[src/rtl/wb_multi_project_mux.sv]
// wb_multi_project_mux
// Shares one management Wishbone slave port and one IO pad slice among N_PROJ
// wrapped projects.
//   wb_clk_i, wb_rst_ni      : clock, asynchronous active-low reset
//   wbs_*                    : management Wishbone classic slave
//   proj_cyc_o/proj_stb_o    : one-hot strobes to the addressed project
//   proj_we/sel/adr/dat_o    : registered request fields, broadcast
//   proj_ack_i/proj_dat_i    : per-project responses (project k at [32k+31:32k])
//   proj_rst_o               : active-high per-project reset (~enable)
//   io_in/proj_io_in_o       : pad inputs fanned out to all projects
//   proj_io_out_i/oeb_i      : per-project pad drive / enable-bar
//   io_out_o/io_oeb_o        : pad drive / enable-bar of the owning project
// Address slot = wbs_adr_i[23:20]: 0xF is CTRL, < N_PROJ is a project.
// CTRL: [3:0] io_owner, [8+N_PROJ-1:8] enable mask, [31] sticky timeout flag
// (write 1 to clear).
module wb_multi_project_mux #(
    parameter int unsigned N_PROJ  = 4,
    parameter int unsigned IO_W    = 9,
    parameter int unsigned TIMEOUT = 255
) (
    input  logic                     wb_clk_i,
    input  logic                     wb_rst_ni,
    input  logic                     wbs_cyc_i,
    input  logic                     wbs_stb_i,
    input  logic                     wbs_we_i,
    input  logic [3:0]               wbs_sel_i,
    input  logic [31:0]              wbs_adr_i,
    input  logic [31:0]              wbs_dat_i,
    output logic                     wbs_ack_o,
    output logic [31:0]              wbs_dat_o,
    output logic [N_PROJ-1:0]        proj_cyc_o,
    output logic [N_PROJ-1:0]        proj_stb_o,
    output logic                     proj_we_o,
    output logic [3:0]               proj_sel_o,
    output logic [31:0]              proj_adr_o,
    output logic [31:0]              proj_dat_o,
    input  logic [N_PROJ-1:0]        proj_ack_i,
    input  logic [N_PROJ*32-1:0]     proj_dat_i,
    output logic [N_PROJ-1:0]        proj_rst_o,
    input  logic [IO_W-1:0]          io_in,
    output logic [IO_W-1:0]          proj_io_in_o,
    input  logic [N_PROJ*IO_W-1:0]   proj_io_out_i,
    input  logic [N_PROJ*IO_W-1:0]   proj_io_oeb_i,
    output logic [IO_W-1:0]          io_out_o,
    output logic [IO_W-1:0]          io_oeb_o
);

    localparam logic [31:0] DeadData = 32'hDEAD_BEEF;
    localparam logic [15:0] TmoLast  = 16'(TIMEOUT - 1);

    typedef enum logic [1:0] {StIdle, StFwd, StResp} state_t;

    state_t              state_q;
    logic [15:0]         cnt_q;
    logic [3:0]          io_owner_q;
    logic [N_PROJ-1:0]   enable_q;
    logic                tflag_q;
    logic [3:0]          idx_q;
    logic [N_PROJ-1:0]   stb_q;
    logic                we_q;
    logic [3:0]          sel_q;
    logic [31:0]         adr_q;
    logic [31:0]         dat_q;
    logic                ack_q;
    logic [31:0]         rdat_q;
    logic [N_PROJ-1:0]   proj_rst_q;

    // Request decode
    logic [3:0]          slot;
    logic                req;
    logic                is_ctrl;
    logic                proj_hit;
    logic [N_PROJ-1:0]   hit_onehot;
    logic [31:0]         ctrl_val;

    // CTRL write next-state
    logic                ctrl_wr;
    logic [3:0]          owner_wr;
    logic [N_PROJ-1:0]   enable_wr;
    logic [N_PROJ-1:0]   enable_nxt;
    logic                tflag_clr;

    // Response from the addressed project
    logic                fwd_ack;
    logic [31:0]         fwd_dat;

    always_comb begin
        slot       = wbs_adr_i[23:20];
        req        = wbs_cyc_i & wbs_stb_i;
        is_ctrl    = (slot == 4'hF);
        proj_hit   = 1'b0;
        hit_onehot = '0;
        // Only enabled projects are forwarded; disabled ones look unmapped.
        for (int k = 0; k < int'(N_PROJ); k++) begin
            if (slot == 4'(k) && enable_q[k]) begin
                proj_hit      = 1'b1;
                hit_onehot[k] = 1'b1;
            end
        end

        ctrl_val       = '0;
        ctrl_val[3:0]  = io_owner_q;
        for (int i = 0; i < int'(N_PROJ); i++) begin
            ctrl_val[8+i] = enable_q[i];
        end
        ctrl_val[31]   = tflag_q;

        ctrl_wr   = (state_q == StIdle) & req & is_ctrl & wbs_we_i;
        owner_wr  = wbs_sel_i[0] ? wbs_dat_i[3:0] : io_owner_q;
        // Enable bits may span bytes 1 and 2, so each bit follows its own byte lane.
        for (int i = 0; i < int'(N_PROJ); i++) begin
            enable_wr[i] = wbs_sel_i[(8 + i) / 8] ? wbs_dat_i[8+i] : enable_q[i];
        end
        enable_nxt = ctrl_wr ? enable_wr : enable_q;
        tflag_clr  = ctrl_wr & wbs_sel_i[3] & wbs_dat_i[31];

        fwd_ack = 1'b0;
        fwd_dat = '0;
        for (int k = 0; k < int'(N_PROJ); k++) begin
            if (idx_q == 4'(k)) begin
                fwd_ack = proj_ack_i[k];
                fwd_dat = proj_dat_i[32*k +: 32];
            end
        end
    end

    always_ff @(posedge wb_clk_i or negedge wb_rst_ni) begin
        if (!wb_rst_ni) begin
            state_q    <= StIdle;
            cnt_q      <= '0;
            io_owner_q <= '0;
            enable_q   <= '0;
            tflag_q    <= 1'b0;
            idx_q      <= '0;
            stb_q      <= '0;
            we_q       <= 1'b0;
            sel_q      <= '0;
            adr_q      <= '0;
            dat_q      <= '0;
            ack_q      <= 1'b0;
            rdat_q     <= '0;
            proj_rst_q <= '1;
        end else begin
            enable_q   <= enable_nxt;
            proj_rst_q <= ~enable_nxt;
            if (ctrl_wr) begin
                io_owner_q <= owner_wr;
            end
            unique case (state_q)
                StIdle: begin
                    ack_q  <= 1'b0;
                    rdat_q <= '0;
                    if (req) begin
                        if (is_ctrl) begin
                            if (tflag_clr) begin
                                tflag_q <= 1'b0;
                            end
                            rdat_q  <= wbs_we_i ? 32'h0 : ctrl_val;
                            ack_q   <= 1'b1;
                            state_q <= StResp;
                        end else if (proj_hit) begin
                            idx_q   <= slot;
                            stb_q   <= hit_onehot;
                            we_q    <= wbs_we_i;
                            sel_q   <= wbs_sel_i;
                            adr_q   <= wbs_adr_i;
                            dat_q   <= wbs_dat_i;
                            cnt_q   <= '0;
                            state_q <= StFwd;
                        end else begin
                            // Unmapped or disabled: answer locally, drop writes.
                            rdat_q  <= wbs_we_i ? 32'h0 : DeadData;
                            ack_q   <= 1'b1;
                            state_q <= StResp;
                        end
                    end
                end
                StFwd: begin
                    if (!wbs_cyc_i) begin
                        // Master abandoned the cycle: no ack, flag untouched.
                        stb_q   <= '0;
                        cnt_q   <= '0;
                        state_q <= StIdle;
                    end else if (fwd_ack) begin
                        stb_q   <= '0;
                        cnt_q   <= '0;
                        rdat_q  <= we_q ? 32'h0 : fwd_dat;
                        ack_q   <= 1'b1;
                        state_q <= StResp;
                    end else if (cnt_q == TmoLast) begin
                        stb_q   <= '0;
                        cnt_q   <= '0;
                        tflag_q <= 1'b1;
                        rdat_q  <= we_q ? 32'h0 : DeadData;
                        ack_q   <= 1'b1;
                        state_q <= StResp;
                    end else begin
                        cnt_q <= cnt_q + 16'd1;
                    end
                end
                StResp: begin
                    ack_q   <= 1'b0;
                    rdat_q  <= '0;
                    state_q <= StIdle;
                end
                default: begin
                    stb_q   <= '0;
                    ack_q   <= 1'b0;
                    rdat_q  <= '0;
                    state_q <= StIdle;
                end
            endcase
        end
    end

    assign wbs_ack_o    = ack_q;
    assign wbs_dat_o    = rdat_q;
    assign proj_cyc_o   = stb_q;
    assign proj_stb_o   = stb_q;
    assign proj_we_o    = we_q;
    assign proj_sel_o   = sel_q;
    assign proj_adr_o   = adr_q;
    assign proj_dat_o   = dat_q;
    assign proj_rst_o   = proj_rst_q;
    assign proj_io_in_o = io_in;

    // Pads default to inputs unless an enabled, in-range project owns them.
    always_comb begin
        io_out_o = '0;
        io_oeb_o = '1;
        for (int k = 0; k < int'(N_PROJ); k++) begin
            if (io_owner_q == 4'(k) && enable_q[k]) begin
                io_out_o = proj_io_out_i[IO_W*k +: IO_W];
                io_oeb_o = proj_io_oeb_i[IO_W*k +: IO_W];
            end
        end
    end

endmodule

[config.mk]
export PLATFORM = sky130hd
export DESIGN_NAME = wb_multi_project_mux
export DESIGN_NICKNAME = d
export VERILOG_FILES = /design/src/rtl/wb_multi_project_mux.sv
export SDC_FILE = /design/constraint.sdc
export NUM_CORES = 1
export LEC_CHECK = 0
export ABC_AREA = 1
export ABC_CLOCK_PERIOD_IN_PS = 4400
export BUFFER_PORTS_ARGS = -buffer_cell sky130_fd_sc_hd__buf_2
export CAP_MARGIN = 20
export CELL_PAD_IN_SITES_DETAIL_PLACEMENT = 2
export CELL_PAD_IN_SITES_GLOBAL_PLACEMENT = 2
export CORE_ASPECT_RATIO = 1.75
export CORE_UTILIZATION = 25
export CTS_CLUSTER_DIAMETER = 80
export DETAILED_ROUTE_END_ITERATION = 6
export GPL_ROUTABILITY_DRIVEN = 0
export GPL_TIMING_DRIVEN = 0
export PLACE_DENSITY = 0.89
export SLEW_MARGIN = 20
export SYNTH_ARGS = -nofsm -noshare
export SYNTH_HDL_FRONTEND = slang
export SYNTH_SLANG_ARGS = --single-unit
[constraint.sdc]
create_clock -name wb_clk_i -period 4.4 [get_ports wb_clk_i]
set_input_delay 0.88 -clock wb_clk_i [delete_from_list [all_inputs] [get_ports wb_clk_i]]
set_output_delay 0.88 -clock wb_clk_i [all_outputs]
set_load 0.01 [all_outputs]
# Word level (Yosys, flattened, before mapping)
# Index checks and enable logic that the tools add are counted.
# Widths: inputs -> output; s select.
[totals]
regBits = 141
in_bits = 286
out_inout_bits = 141
word_cells = 140
[op_classes]
addsub = 1
eq_ne = 23
n_mux = 73
bitwise_logic = 9
reduce_logical = 20
[op_table]
columns = ["operator", "count"]
rows = [
  ["$mux 32", 14],
  ["$mux 16", 6],
  ["$mux 9", 8],
  ["$pmux 32 s2", 1],
  ["$pmux 16 s2", 1],
  ["$mux 4", 7],
  ["$mux 1", 26],
  ["$eq 4x2->1 const B", 6],
  ["$add 16x1->16 const B", 1],
  ["$eq 16x8->1 const B", 1],
  ["$ne 2x2->1 const B", 8],
  ["$eq 4x1->1 const B", 3],
  ["$logic_not 4->1", 3],
  ["$mux 2", 6],
  ["$pmux 4 s3", 1],
  ["$logic_and 1x1->1", 8],
  ["$reduce_and 4->1", 2],
  ["$reduce_and 7->1", 1],
  ["$and 1x1->1", 6],
  ["$reduce_and 2->1", 3],
  ["$reduce_and 5->1", 1],
  ["$eq 4x4->1 const B", 1],
  ["$ne 4x4->1 const B", 1],
  ["$not 4->4", 1],
  ["other kinds (8)", 10],
]

# Longest topological paths before layout
[depth]
ltp_word = 10
ltp_mapped = 12
ltp_nobuf = 11

# Worst setup path after synthesis
# No wires, ideal clock.
[synth_path]
path_type = "register to output"
start = "reg io_owner_q[3]"
end = "out io_out_o[0]"
arrival_ns = 1.368
t_required_ns = 3.520
path_slack_ns = 2.152
stages_incl_launch_ff = 6
path_buffers = 1
path_cell_list = "dfrtp_1 -> nor2_1 -> nand4_1 -> clkbuf_1 -> o22ai_1 -> nand3b_1"
[synth_via]
elab_chain_cells = 6
word_cells_on_any_way = 12
cone_classes = "3 x eq/ne; 4 x mux; 5 x reduce/logical"
[synth_rtl]
columns = ["element", "line_no", "source"]
rows = [
  ["start: declaration", "55", "logic [3:0] io_owner_q;"],
  ["start signal: assignment", "147", "io_owner_q <= owner_wr;"],
  ["$logic_not 4->1", "232", "if (io_owner_q == 4'(k) && enable_q[k]) begin"],
  ["$logic_and 1x1->1", "232", ""],
  ["$mux 9 (3 in a row)", "232", ""],
  ["$mux 9 *", "232", ""],
  ["end: declaration", "44", "output logic [IO_W-1:0] io_out_o,"],
]
# Every way passes the cells marked *; elsewhere a longest branch is shown, timed or not.

# Worst setup path in the final report
[layout_path]
start = "reg io_owner_q[2]"
end = "out io_oeb_o[2]"
[layout_via]
elab_chain_cells = 6
word_cells_on_any_way = 12
cone_classes = "3 x eq/ne; 4 x mux; 5 x reduce/logical"
[layout_rtl]
columns = ["element", "line_no", "source"]
rows = [
  ["$logic_not 4->1", "232", ""],
  ["$logic_and 1x1->1", "232", ""],
  ["$mux 9 (3 in a row)", "232", ""],
  ["$mux 9 *", "232", ""],
  ["end: declaration", "45", "output logic [IO_W-1:0] io_oeb_o"],
]
# Marked as above.

==> impl_results.md <==
- Area after DPL: 10900 um^2
- Sw frac: 0.398
- Final net count: 1916
- Io pins: 427
- Clock Skew: 0.00813 ns
- Mapped Area: 8320 um^2
- Via count: 9837
- Vias in the first global route: 11200
- RSZ-0062 raised after global routing: no
- DP Wirelength: 31.8 mm
- Die width: 140 um
- Async SR Flop Fraction: 1.00
- Post-synth EDFFs: 0
- Pint: 0.00319 W
- Area of the core: 32800 um^2
- Clk_lat worst skew: 0.43 ns
- Grt total ovfl: 0
- NetSw: 0.00211 W
- Max FO, Critical Path: 10
- Fin area: 11600 um^2
- Reg2Reg Setup Slack: 2.05 ns
- Hold/Removal Path Class: in -> async
- Drt first pass iters: 4
- Critical Path RT: 3.52 ns
- Endpoints failing setup: 0
- # resized after CTS: 0
- First-pass GRT wire length: 60.7 mm
- H-tree depth: 4
- WL/cell: 19.1 um
- Crit-path most repeated cell: buf_2
- Syn Inst Count: 1192
- Site Rows: 88
- Syn avg cell area: 6.98 um^2
- Port buffer count: 416
- Top cells by area, synth: dfrtp_1, nand2_1, nand3_1
- Data arrival, critical path: 3.00 ns
- Routed Antenna Nets: 0
- Drc violations: 0
- Worst path cell trace: nor2_1, nand4_1, clkinv_1, buf_2, nand2_1, o21ai_0, buf_2
- Max-slew violations: 0
- PD cells: 458 nW/um^2
- Cts bufs inserted: 17
- CTS tree: done
- FF+latch count, synth: 137
- Max Cap Viol: 0
- Syn-to-layout area delta: 39.0%
- Primary FF master, synth: dfrtp_1
- WS Path Type: reg -> out
- Total GRT Usage: 0.233
- Rel. slew slack: 0.388
- Die Area: 34000 um^2
- Pleak: 6.82 nW
- Die height: 243 um
- Sequential Power Share: 0.317
- Setup repair bufs after CTS: 0
- Outcome: complete, no violations
- Seq/Total Area, Yosys: 0.413
- CP Launch Type: flip-flop
- Syn nets: 1480
- Worst path max stage delay: 0.65 ns
- Crit path time final: 3.88 ns
- Cell family with most CP delay: simple AND/OR/NAND/NOR gates
- Max Freq: 258 MHz
- Crit end category: output pin
- Total wire length: 39.2 mm
- Clk root buf: clkbuf_16
- Iteration-0 DRC Markers: 240
- Yosys cell types: 33
- Avg Vias per Cell: 4.80
- Fraction of post-synthesis cell area in the top cell type by area: 0.400
- Fin crit share: 0.881
- CTS max path bufs: 2
- Clock power frac: 0.287
- Peak VDD IR: 0.258 mV
- Filler cell count: 4003
- Worst-Margin Slew: 0.915 ns
- Comb power frac: 0.396
- Setup TNS: 0 ns
- Initial Utilization: 0.254
- Cell type with the largest total area after synthesis: dfrtp_1
- Critical path buffers and inverters: 3
- Largest net degree at the start of global routing: 77
- Slowest-stage cell, CP: nand4_1
- Sink Count: 137
- Top post-synthesis cells by count: nand2_1, inv_1, nand3_1
- Synth warn: 0
- Share of layout cells above drive strength 1: 0.316
- Initial antenna violation count: 2
- Top-count cell post-synth: nand2_1
- Post-cts hold buffer count: 0
- Worst-path clk slew: 0.06 ns
- Final hold violations: 0
==> per-layer routing <==
metal,vias to the layer above,share of wire,GRT usage
li1,4613,-,-
met1,4794,0.35,0.222
met2,342,0.55,0.459
met3,88,0.049,0.0440
met4,0,0.052,0.130
met5,-,0,0
==> worst paths after layout <==
check / from / end / cells after the start
worst min register to register: wbs_dat_o[7] / wbs_dat_o[7] / 2
worst min-delay path: wb_rst_ni / proj_adr_o[27] / 1
min in group wb_clk_i: wbs_dat_o[7] / wbs_dat_o[7] / 2
worst max register to register: state_q[1] / wbs_dat_o[1] / 8
max in group asynchronous: wb_rst_ni / proj_rst_o[1] / 2
worst max-delay path: io_owner_q[2] / io_oeb_o[2] / 7
==> sequential cells by signal, summed over array words and instances, names as in the netlist, 4 cells and up <==
| name | flops |
|---|---|
| proj_sel_o | 4 |
| proj_rst_o | 4 |
| proj_cyc_o | 4 |
| cnt_q | 16 |
| wbs_dat_o | 32 |
| io_owner_q | 4 |
| enable_q | 4 |
| proj_dat_o | 32 |
| proj_adr_o | 29 |
==> layout by cell type, fill, tap and decap left out, types with 2 or more instances in the layout <==
| master | n |
|---|---|
| inv_6 | 3 |
| dfrtp_1 | 133 |
| bufinv_16 | 3 |
| o22ai_1 | 17 |
| clkbuf_16 | 17 |
| clkinvlp_4 | 4 |
| nand3_2 | 4 |
| buf_6 | 5 |
| nor2_2 | 4 |
| inv_1 | 158 |
| clkinv_2 | 2 |
| a21boi_0 | 52 |
| ha_1 | 2 |
| nand2_1 | 363 |
| inv_2 | 3 |
| o21bai_1 | 2 |
| o21ai_0 | 55 |
| nor2_1 | 115 |
| nor2_4 | 6 |
| a21oi_1 | 10 |
| dfstp_2 | 4 |
| buf_2 | 437 |
| nor3_1 | 8 |
| clkbuf_1 | 18 |
| nand4_1 | 11 |
| nand3b_1 | 9 |
| a21boi_1 | 8 |
| clkinv_1 | 3 |
| buf_4 | 21 |
| nand3_1 | 146 |
| xor2_1 | 7 |
| diode_2 | 3 |
==> power groups by stage <==
stage / logic (W) / clock network, W / registers (W)
after floorplan: 0.00104 / 0 / 0.00180
after global placement: 0.00201 / 0 / 0.00168
after detailed placement: 0.00212 / 0 / 0.00170
after CTS: 0.00213 / 0.00156 / 0.00169
after global routing: 0.00232 / 0.00160 / 0.00172
final: 0.00210 / 0.00152 / 0.00168
==> final cells by class <==
type,instances,area (um^2),area share
antenna,3,7.51,0.000649
inverter,164,616,0.0532
buffer,65,388,0.0335
clock buffer,19,443,0.0383
multi-input combinational,826,3880,0.336
clock inverter,13,168,0.0145
sequential,137,3430,0.297
timing repair buffer,417,2120,0.183
tap,405,507,0.0438
==> worst register-to-register path, stage by stage (launching register included) <==
cell and delay, ns:
dfrtp_1 0.39, inv_1 0.14, nand2_1 0.20, nor2_1 0.75
clkbuf_1 0.45, nand2_1 0.17, nand2_1 0.09, nand2_1 0.05
nand2_1 0.07
==> logic make-up (layout without fill, tap and decap cells) <==
kind of cell	Yosys count	count (layout)	share of synthesized area
buffers and inverters	229	678	0.121
AO/OA/AOI/OAI	147	147	0.110
XOR/XNOR	8	8	0.00842
flip-flops	137	137	0.413
other	0	3	0
AND/OR/NAND/NOR	669	669	0.345
adder cells (fa/ha/maj)	2	2	0.00301
==> stage by stage <==
stage / utilization / setup slack, ns / std cells / total power, W / hold WS (ns)
finish: 0.352 / 0.522 / 2049 / 0.00530 / 0.406
global route: 0.352 / 0.368 / 2048 / 0.00563 / 0.447
CTS: 0.352 / 0.456 / 2046 / 0.00538 / 0.443
detailed placement: 0.334 / 0.937 / 2014 / 0.00382 / 0.455
global placement: 0.332 / 0.286 / 2013 / 0.00369 / 0.451
floorplan: - / 2.15 / 1192 / 0.00283 / 0.475
Power figures use the tool's default switching activity.
